## config.mk

```make
export PLATFORM = sky130hd
export DESIGN_NAME = db_fsm
export DESIGN_NICKNAME = d
export VERILOG_FILES = /design/src/rtl/db_fsm_pkg.sv /design/src/rtl/db_tick_gen.sv /design/src/rtl/db_fsm.sv
export SDC_FILE = /design/constraint.sdc
export NUM_CORES = 1
export LEC_CHECK = 0
export ABC_AREA = 1
export BUFFER_PORTS_ARGS = -buffer_cell sky130_fd_sc_hd__buf_4
export CAP_MARGIN = 20
export CORE_MARGIN = 1
export CORE_UTILIZATION = 59
export CTS_BUF_LIST = sky130_fd_sc_hd__clkbuf_16
export DETAILED_ROUTE_END_ITERATION = 16
export GPL_TIMING_DRIVEN = 0
export PLACE_DENSITY = 0.77
export RECOVER_POWER = 100
export SLEW_MARGIN = 20
export SYNTH_ARGS = -nofsm -noshare
export SYNTH_HDL_FRONTEND = slang
export SYNTH_SLANG_ARGS = --single-unit
```

## constraint.sdc

```tcl
create_clock -name clk -period 1.5 [get_ports clk]
set_input_delay 0.15 -clock clk [delete_from_list [all_inputs] [get_ports clk]]
set_output_delay 0.15 -clock clk [all_outputs]
set_load 0.01 [all_outputs]
```

## src/rtl/db_fsm_pkg.sv

```systemverilog
// rtl/db_fsm_pkg.sv - shared state encoding and tick-width default for the debouncer
package db_fsm_pkg;

  localparam int N_DEFAULT = 19;

  typedef enum logic [2:0] {
    ZERO    = 3'd0,
    WAIT1_1 = 3'd1,
    WAIT1_2 = 3'd2,
    WAIT1_3 = 3'd3,
    ONE     = 3'd4,
    WAIT0_1 = 3'd5,
    WAIT0_2 = 3'd6,
    WAIT0_3 = 3'd7
  } state_e;

endpackage

```

## src/rtl/db_tick_gen.sv

```systemverilog
// rtl/db_tick_gen.sv - free-running N-bit counter emitting a sample tick at zero
module db_tick_gen #(
  parameter int N = 19
) (
  input  logic clk_i,
  input  logic reset_i,
  output logic m_tick_o
);

  logic [N-1:0] cnt_q;
  logic [N-1:0] cnt_d;

  assign cnt_d    = cnt_q + N'(1);
  assign m_tick_o = (cnt_q == '0);

  always_ff @(posedge clk_i or posedge reset_i) begin
    if (reset_i) begin
      cnt_q <= '0;
    end else begin
      cnt_q <= cnt_d;
    end
  end

endmodule

```

## src/rtl/db_fsm.sv

```systemverilog
// rtl/db_fsm.sv - switch debouncer: synchronizer, 3-tick stability FSM, press pulse
module db_fsm
  import db_fsm_pkg::*;
#(
  parameter int N = N_DEFAULT
) (
  input  logic clk,
  input  logic reset,
  input  logic sw,
  output logic db_level,
  output logic db_tick
);

  logic   sw_meta_q;
  logic   sw_s_q;
  logic   m_tick;
  state_e state_q;
  state_e state_d;
  logic   db_tick_q;
  logic   db_tick_d;

  db_tick_gen #(.N(N)) u_tick_gen (
    .clk_i    (clk),
    .reset_i  (reset),
    .m_tick_o (m_tick)
  );

  always_ff @(posedge clk or posedge reset) begin
    if (reset) begin
      sw_meta_q <= 1'b0;
      sw_s_q    <= 1'b0;
      state_q   <= ZERO;
      db_tick_q <= 1'b0;
    end else begin
      sw_meta_q <= sw;
      sw_s_q    <= sw_meta_q;
      state_q   <= state_d;
      db_tick_q <= db_tick_d;
    end
  end

  // A level mismatch always wins over a coincident tick, so bounces restart the wait.
  always_comb begin
    state_d = state_q;
    case (state_q)
      ZERO:    if (sw_s_q) state_d = WAIT1_1;
      WAIT1_1: if (!sw_s_q) state_d = ZERO; else if (m_tick) state_d = WAIT1_2;
      WAIT1_2: if (!sw_s_q) state_d = ZERO; else if (m_tick) state_d = WAIT1_3;
      WAIT1_3: if (!sw_s_q) state_d = ZERO; else if (m_tick) state_d = ONE;
      ONE:     if (!sw_s_q) state_d = WAIT0_1;
      WAIT0_1: if (sw_s_q) state_d = ONE; else if (m_tick) state_d = WAIT0_2;
      WAIT0_2: if (sw_s_q) state_d = ONE; else if (m_tick) state_d = WAIT0_3;
      WAIT0_3: if (sw_s_q) state_d = ONE; else if (m_tick) state_d = ZERO;
      default: state_d = ZERO;
    endcase
  end

  always_comb begin
    db_tick_d = (state_q == WAIT1_3) && (state_d == ONE);
    db_level  = (state_q == ONE)     || (state_q == WAIT0_1) ||
                (state_q == WAIT0_2) || (state_q == WAIT0_3);
  end

  assign db_tick = db_tick_q;

endmodule

```

After elaboration in Yosys (flattened, before gate mapping). Cells that the tools add are included.

Logic and storage cells: 35. Output and inout port bits: 2. Register bits after elaboration: 25.

Mux-type cells: 15. Equality and inequality tests: 8. Reduce and logical (&&, ||, !) cells: 6. Add/sub/neg operators: 1.

Operators by type and width (number): two-way mux 3 bit (14); case mux 3 bit (8 select lines) (1); adder 19 x 1 -> 19 bit, second input constant (1); logical NOT 19 bit (1); equality test 3 bit, second input constant (5); equality test 3 x 2 -> 1 bit, second input constant (2); equality test 3 x 1 -> 1 bit, second input constant (1); logical NOT 3 bit (1); logical OR 1 bit (3); logical AND 1 bit (1).

Depth between registers and ports, before layout. Gate-level depths: netlist of run 1.

Depth in word-level cells: 6. Gate-level depth with buffers: 9.

By module. Synthesis of run 1 repeated with hierarchy kept, for this count alone.

Cells, all modules: 167. Area, all modules: 1311.3 µm².

Modules (own cells, without submodules): db_tick_gen (sequential area each 475.5 µm², instances 1, cells each 130, area each 1018.5 µm²); db_fsm (sequential area each 150.1 µm², instances 1, cells each 37, area each 292.8 µm²).

Least setup slack after synthesis of run 1. Ideal clock, no wire load.

Kind: reg2reg. Start point: register u_tick_gen.cnt_q[0]. End point: register u_tick_gen.cnt_q[14]. Setup slack: 244 ps. Path buffers: 0. Arrival time: 1133 ps. Stages on the path, launching flop included: 6. Data required time: 1377 ps. Cells stage by stage: dfrtp_1 ha_1 nand3_1 nor2_1 nand3_1 xor2_1.

Word-level cells in the longest chain between the ends: 1.

Ends and longest elaborated chain: start: declaration (line db_tick_gen.sv:10) `logic [N-1:0] cnt_q;`; start signal: assignment (line db_tick_gen.sv:20) `cnt_q <= cnt_d;`; adder 19 x 1 -> 19 bit (line db_tick_gen.sv:13) `assign cnt_d = cnt_q + N'(1);`; via u_tick_gen.cnt_d[14] (line db_tick_gen.sv:11) `logic [N-1:0] cnt_d;`.

The timed path passes the listed nets, and every way through them passes these cells.

Final worst setup path of run 1.
Start point: register u_tick_gen.cnt_q[0]. End point: register db_tick_q (netlist: db_tick).

Word-level cells in the longest chain between the ends: 6. Elaborated cells on any way between the ends: 16. Classes of those cells: eq/ne (1); mux (13); reduce/logical (2).

Ends and longest elaborated chain: logical NOT 19 bit * (line db_tick_gen.sv:14) `assign m_tick_o = (cnt_q == '0);`; two-way mux 3 bit, or another cell as far along (2 in series) (line db_fsm.sv:53) `WAIT0_3: if (sw_s_q) state_d = ONE; else if (m_tick) state_d = ZERO;`; case mux 3 bit (8 select lines) * (line db_fsm.sv:45) `case (state_q)`; equality test 3 bit * (line db_fsm.sv:59) `db_tick_d = (state_q == WAIT1_3) && (state_d == ONE);`; logical AND 1 bit * (line db_fsm.sv:59); via db_tick_d (line db_fsm.sv:20) `logic db_tick_d;`; end signal: assignment (line db_fsm.sv:38) `db_tick_q <= db_tick_d;`; end: declaration (line db_fsm.sv:19) `logic db_tick_q;`.

Mark *: on every way through the listed nets, which the timed path passes. The rest lies on a longest branch.

==> impl_metrics.env, run 1 <==
export IMPL_status="finished, final reports clean"
export IMPL_critical_path_n_buffers_inverters=2
export IMPL_leading_cell_types_in_the_layout_fill_and_taps_excluded="nand2_1 (32), nor2_1 (25), dfrtp_1 (25)"
export IMPL_synthSimpleGateAreaFrac_pct=31.0
export IMPL_clkSinkCount=25
export IMPL_synth_area_mux_share_pct=0
export IMPL_rr_worst_depth=9
export IMPL_placementRows=16
export IMPL_flow_area_growth_from_synthesis_pct=12.0
export IMPL_worst_slew_pin_slew_ns=0.908
export IMPL_global_route_usage_total_pct=22.6
export IMPL_period_needed_ns=1.40
export IMPL_vias=933
export IMPL_clk_transition_reported_paths_ns=0.06
export IMPL_place_gp_congestion=0.869
export IMPL_worst_r2r_setup_slack_ns=0.10
export IMPL_wl_mm=2.25
export IMPL_crit_fanout=3
export IMPL_mappedNetlistNets=152
export IMPL_grt_pass1_vias=985
export IMPL_synth_area_mm2=0.00128
export IMPL_ys_seq_area_share_pct=48.7
export IMPL_max_cap_viol_count=0
export IMPL_detail_route_antenna_nets=0
export IMPL_die_area_mm2=0.00237
export IMPL_final_hold_viol_count=0
export IMPL_pre_cts_ws_ns=0.0743
export IMPL_core_area_mm2=0.00200
export IMPL_crit_family="simple AND/OR/NAND/NOR gates"
export IMPL_dominant_combinational_cell_family_by_area_after_synthesis="simple AND/OR/NAND/NOR gates"
export IMPL_reg2reg_to="db_tick"
export IMPL_placement_io_buffers=4
export IMPL_critical_path_reg2reg_startpoint="u_tick_gen.cnt_q[0]"
export IMPL_worstPathCellList="inv_1 -> ha_1 -> nand2_1 -> nor2b_2 -> buf_4 -> nand4_1 -> nand2_1 -> nand2_1 -> nor2_1"
export IMPL_power_per_cell_area_mw_per_mm2=895
export IMPL_pin_count=5
export IMPL_final_max_tran_viols=0
export IMPL_numCtsBuffers=3
export IMPL_final_period_utilization_pct=93.3
export IMPL_post_synthesis_compound_gate_area_fraction_pct=1.85
export IMPL_avg_inst_size_synth_um2=8.74
export IMPL_delay_of_the_slowest_cell_on_the_worst_path_ns=0.40
export IMPL_peak_supply_drop_mv=0.748
export IMPL_clock_latency_ns=0.25
export IMPL_post_syn_instances=147
export IMPL_global_route_overflow_total=0
export IMPL_final_cells=184
export IMPL_critPathLaunchType="flop"
export IMPL_synth_lib_cells_used_distinct=24
export IMPL_antenna_violations_before_repair=0
export IMPL_cts_tree="done"
export IMPL_die_x_um=48.7
export IMPL_firstDrtPassIters=4
export IMPL_post_route_worst_setup_slack_ns=0.101
export IMPL_setup_worst_path_class="flop to flop"
export IMPL_finalSetupViolCount=0
export IMPL_cp_required_ns=1.69
export IMPL_worst_slew_margin_rel_pct=39.4
export IMPL_fin_nets=163
export IMPL_yosys_warnings=0
export IMPL_cp_arrival_ns=1.59
export IMPL_start_util_pct=64.2
export IMPL_cts_htree_levels=1
export IMPL_most_numerous_cell_on_the_critical_path="nand2_1"
export IMPL_routed_via_density=5.07
export IMPL_place_detailed_instances=178
export IMPL_dpl_hpwl_mm=1.63
export IMPL_fp_dieH_um=48.7
export IMPL_synth_xor_area_share_pct=12.2
export IMPL_dr_first_iter_drc_count=21
export IMPL_synth_adder_area_share_pct=1.95
export IMPL_worstSetupEndpointType="flop"
export IMPL_max_freq_mhz=715
export IMPL_n_antenna_cell=0
export IMPL_skew_ns=0.00280
export IMPL_cts_root_to_sink_buffers=2
export IMPL_maximum_number_of_pins_on_one_net_before_global_route_repair=26
export IMPL_grt_pass1_wl_mm=4.08
export IMPL_root_buffer="clkbuf_16"
export IMPL_drcViolationCount=0
export IMPL_final_common_cell="nand2_1"
export IMPL_finish_utilization_pct=71.9
export IMPL_post_layout_total_power_mw=1.29
export IMPL_routedWlPerCell_um=12.2
export IMPL_cellLeakagePower_nw=0.681
export IMPL_final_layout_size_suffix_gt1_share_pct=14.0
export IMPL_flip_flop_and_latch_count_after_synthesis=25
export IMPL_holdCritPathClass="input port to async pin"
export IMPL_slowest_stage="dfrtp_1"
==> flip-flops by register name, indices dropped and copies added, names as in the netlist <==
register and count:
db_tick 1, sw_meta_q 1, state_q 3, sw_s_q 1
u_tick_gen.cnt_q 19
==> how the worst max path moves through the flow <==
| stage | end | slack [ns] | depth (start not counted) | startpoint |
|---|---|---|---|---|
| after floorplan | u_tick_gen.cnt_q[14] | 0.24 | 5 | u_tick_gen.cnt_q[0] |
| after global placement | db_tick | 0.12 | 9 | u_tick_gen.cnt_q[0] |
| after detailed placement | db_tick | 0.07 | 8 | u_tick_gen.cnt_q[0] |
| after CTS | db_tick | 0.06 | 8 | u_tick_gen.cnt_q[0] |
| after global routing | db_tick | -0.05 | 7 | u_tick_gen.cnt_q[10] |
| final | db_tick | 0.10 | 9 | u_tick_gen.cnt_q[0] |
==> worst register-to-register path: stages, from the launching register on <==
cell     delay [ns]
dfrtp_1        0.40
inv_1          0.08
ha_1           0.16
nand2_1        0.07
nor2b_2        0.15
buf_4          0.14
nand4_1        0.09
nand2_1        0.10
nand2_1        0.05
nor2_1         0.08
==> repair_timing <==
action | CTS | global route
setup endpoints to repair | 0 | 4
setup buffers | 0 | 1
hold endpoints to repair | 1 | 0
resized for setup | 0 | 4
hold buffers | 1 | 0
==> layout make-up <==
cell class | instances | area (um^2)
tap | 27 | 33.8
timing repair buffer | 6 | 40.0
inverter | 14 | 52.6
buffer | 1 | 3.75
clock inverter | 1 | 5.00
multi-input combinational | 107 | 603
fill | 139 | 563
sequential | 25 | 626
clock buffer | 3 | 75.1
==> cell families (layout without fill, tap and decap cells) <==
kind of cell               after synthesis  after routing
and+or+nand+nor                         84             84
DFF                                     25             25
xor gates and xnor gates                17             17
buffers and inverters                   15             25
AOI/OAI and AO/OA                        4              4
adders and majority gates                2              2
==> where the power goes <==
group	leakage, nW	switching (mW)	internal [mW]	total (mW)
combinational	0.312	0.0176	0.00901	0.0266
clock	0.0409	0.221	0.359	0.579
sequential	0.328	0.00379	0.678	0.682
==> metrics by stage <==
step                area [um^2]  setup TNS, ns  hold slack (ns)
floorplan                  1280              0            0.177
global placement           1350              0            0.259
detailed placement         1350              0            0.260
CTS                        1440              0            0.131
global route               1440        -0.0844            0.196
finish                     1440              0            0.102
==> metal layers <==
metal  wire length (um)  track usage (%)
met1               1080             28.8
met5                  0                0
met2               1110             39.1
met4                  9             8.33
met3                 47             2.83
==> synthesized netlist by cell type, drive strengths merged <==
master | number | area [um^2]
inv | 14 | 52.6
a21oi | 2 | 10.0
nor2 | 31 | 139
clkbuf | 1 | 3.75
nand2 | 34 | 145
or2 | 1 | 6.26
nand3 | 9 | 50.1
xor2 | 9 | 78.8
nor3 | 3 | 20.0
a32oi | 1 | 8.76
ha | 2 | 25.0
xnor2 | 8 | 77.6
nor2b | 1 | 6.26
dfrtp | 25 | 626
o21ai | 1 | 5.00
nand4 | 5 | 31.3
Note: power is estimated with default switching activity, not from simulation.
==> run 2: changes to the inputs <==
- CORE_UTILIZATION: 59 -> 60
- PLACE_DENSITY: 0.77 -> 0.78
- clock period: 1.5 -> 1.8 ns (I/O delays scaled with it)
==> impl_metrics.env, run 2 (same netlist as run 1, synthesis figures left out) <==
export IMPL_tns_ns=0
export IMPL_cp_required_ns=1.94
export IMPL_final_period_utilization_pct=83.9
export IMPL_post_cts_setup_buffer_count=0
export IMPL_flow_area_growth_from_synthesis_pct=8.18
export IMPL_peak_supply_drop_mv=0.526
export IMPL_final_layout_size_suffix_gt1_share_pct=8.39
export IMPL_critPathLaunchType="flop"
export IMPL_core_area_mm2=0.00198
export IMPL_status="finished, final reports clean"
export IMPL_wl_mm=2.20
export IMPL_die_area_mm2=0.00233
export IMPL_final_max_tran_viols=0
export IMPL_detail_route_antenna_nets=0
export IMPL_grt_pass1_wl_mm=3.45
export IMPL_crit_path_start="u_tick_gen.cnt_q[2]"
export IMPL_firstDrtPassIters=4
export IMPL_min_path_cells=1
export IMPL_largest_register_ffs=19
export IMPL_place_gp_congestion=0.820
export IMPL_worst_slew_pin_slew_ns=0.904
export IMPL_period_needed_ns=1.51
export IMPL_skew_ns=0.00113
export IMPL_leading_cell_types_in_the_layout_fill_and_taps_excluded="nand2_1 (32), nor2_1 (28), dfrtp_1 (25)"
export IMPL_grt_setup_unrepaired="false"
export IMPL_worstSetupEndpointType="flop"
export IMPL_max_freq_mhz=662
export IMPL_largest_register="u_tick_gen.cnt_q"
export IMPL_vias=950
export IMPL_root_buffer="clkbuf_16"
export IMPL_clock_latency_ns=0.26
export IMPL_hold_bufs_at_cts=0
export IMPL_finalSetupViolCount=0
export IMPL_n_antenna_cell=0
export IMPL_antenna_violations_before_repair=0
export IMPL_final_hold_viol_count=0
export IMPL_cellLeakagePower_nw=0.664
export IMPL_dpl_hpwl_mm=1.57
export IMPL_placement_io_buffers=4
export IMPL_power_per_cell_area_mw_per_mm2=775
export IMPL_routedWlPerCell_um=12.1
export IMPL_global_route_usage_total_pct=22.1
export IMPL_cts_tree="done"
export IMPL_fp_dieH_um=48.3
export IMPL_grt_pass1_vias=833
export IMPL_global_route_overflow_total=0
export IMPL_fin_nets=161
export IMPL_cp_arrival_ns=1.65
export IMPL_max_cap_viol_count=0
export IMPL_largest_registers="u_tick_gen.cnt_q (19), state_q (3)"
export IMPL_pin_count=5
export IMPL_die_x_um=48.3
export IMPL_post_layout_total_power_mw=1.08
export IMPL_final_common_cell="nand2_1"
export IMPL_setup_worst_path_class="flop to flop"
export IMPL_routed_via_density=5.22
export IMPL_dr_first_iter_drc_count=19
export IMPL_worst_slew_margin_rel_pct=39.7
export IMPL_start_util_pct=64.8
export IMPL_rr_worst_depth=6
export IMPL_placementRows=16
export IMPL_drcViolationCount=0
export IMPL_critical_path_reg2reg_startpoint="u_tick_gen.cnt_q[2]"
export IMPL_crit_fanout=5
export IMPL_numCtsBuffers=3
export IMPL_min_from="sw"
export IMPL_holdCritPathClass="input port to flop"
export IMPL_maximum_number_of_pins_on_one_net_before_global_route_repair=26
export IMPL_clkSinkCount=25
export IMPL_cts_htree_levels=1
export IMPL_cts_root_to_sink_buffers=2
export IMPL_clk_transition_reported_paths_ns=0.06
export IMPL_ctsResizeCount=0
[run 2: cell types whose count changed in the layout (fill, tap and decap cells not counted), sizes merged]
cell	previous run	this run
clkinv	2	1
buf	1	0
dlygate4sd3	1	0
inv	13	14
[run 2: worst max-delay path, stage by stage, from the launching register on]
cell and delay (ns):
dfrtp_1 0.44, nand3_1 0.22, nor2_4 0.21, nand2_1 0.12
nor2_1 0.20, nand2_2 0.08, xnor2_1 0.13
[run 2: metrics by stage]
step	setup slack [ns]	cell area, um^2	util, %	instances	hold WS, ns
floorplan	0.544	1280	-	147	0.207
global placement	0.413	1350	68.1	178	0.289
detailed placement	0.377	1350	68.1	178	0.291
CTS	0.361	1430	72.0	182	0.0245
global route	0.194	1390	70.1	182	0.0481
finish	0.290	1390	70.1	182	0.0465
[run 2: layer usage]
layer | vias to the layer above | share of wire, % | global-route usage (%)
met1 | 456 | 48 | 30.0
met2 | 16 | 47 | 33.9
met3 | 4 | 3.2 | 3.33
li1 | 474 | - | -
met4 | 0 | 1.8 | 12.2
met5 | - | 0 | 0
[run 2: worst paths after layout]
kind / end / slack (ns)
worst max-delay path: u_tick_gen.cnt_q[17] / 0.29
worst min-delay path: sw_meta_q / 0.05
worst min register to register: sw_s_q / 0.35
min in group asynchronous: u_tick_gen.cnt_q[0] / 0.12
max in group asynchronous: u_tick_gen.cnt_q[18] / 1.12
worst max register to register: u_tick_gen.cnt_q[17] / 0.29
[run 2: cell type report]
cell class	count	area, um^2
buffer	1	3.75
clock buffer	3	75.1
clock inverter	1	3.75
fill	159	592
inverter	14	52.6
multi-input combinational	107	573
sequential	25	626
tap	27	33.8
timing repair buffer	4	22.5
[run 2: where the power goes]
part | switching, mW | total [mW] | internal (mW)
combinational | 0.0136 | 0.0197 | 0.00605
clock | 0.192 | 0.489 | 0.297
sequential | 0.00312 | 0.568 | 0.565
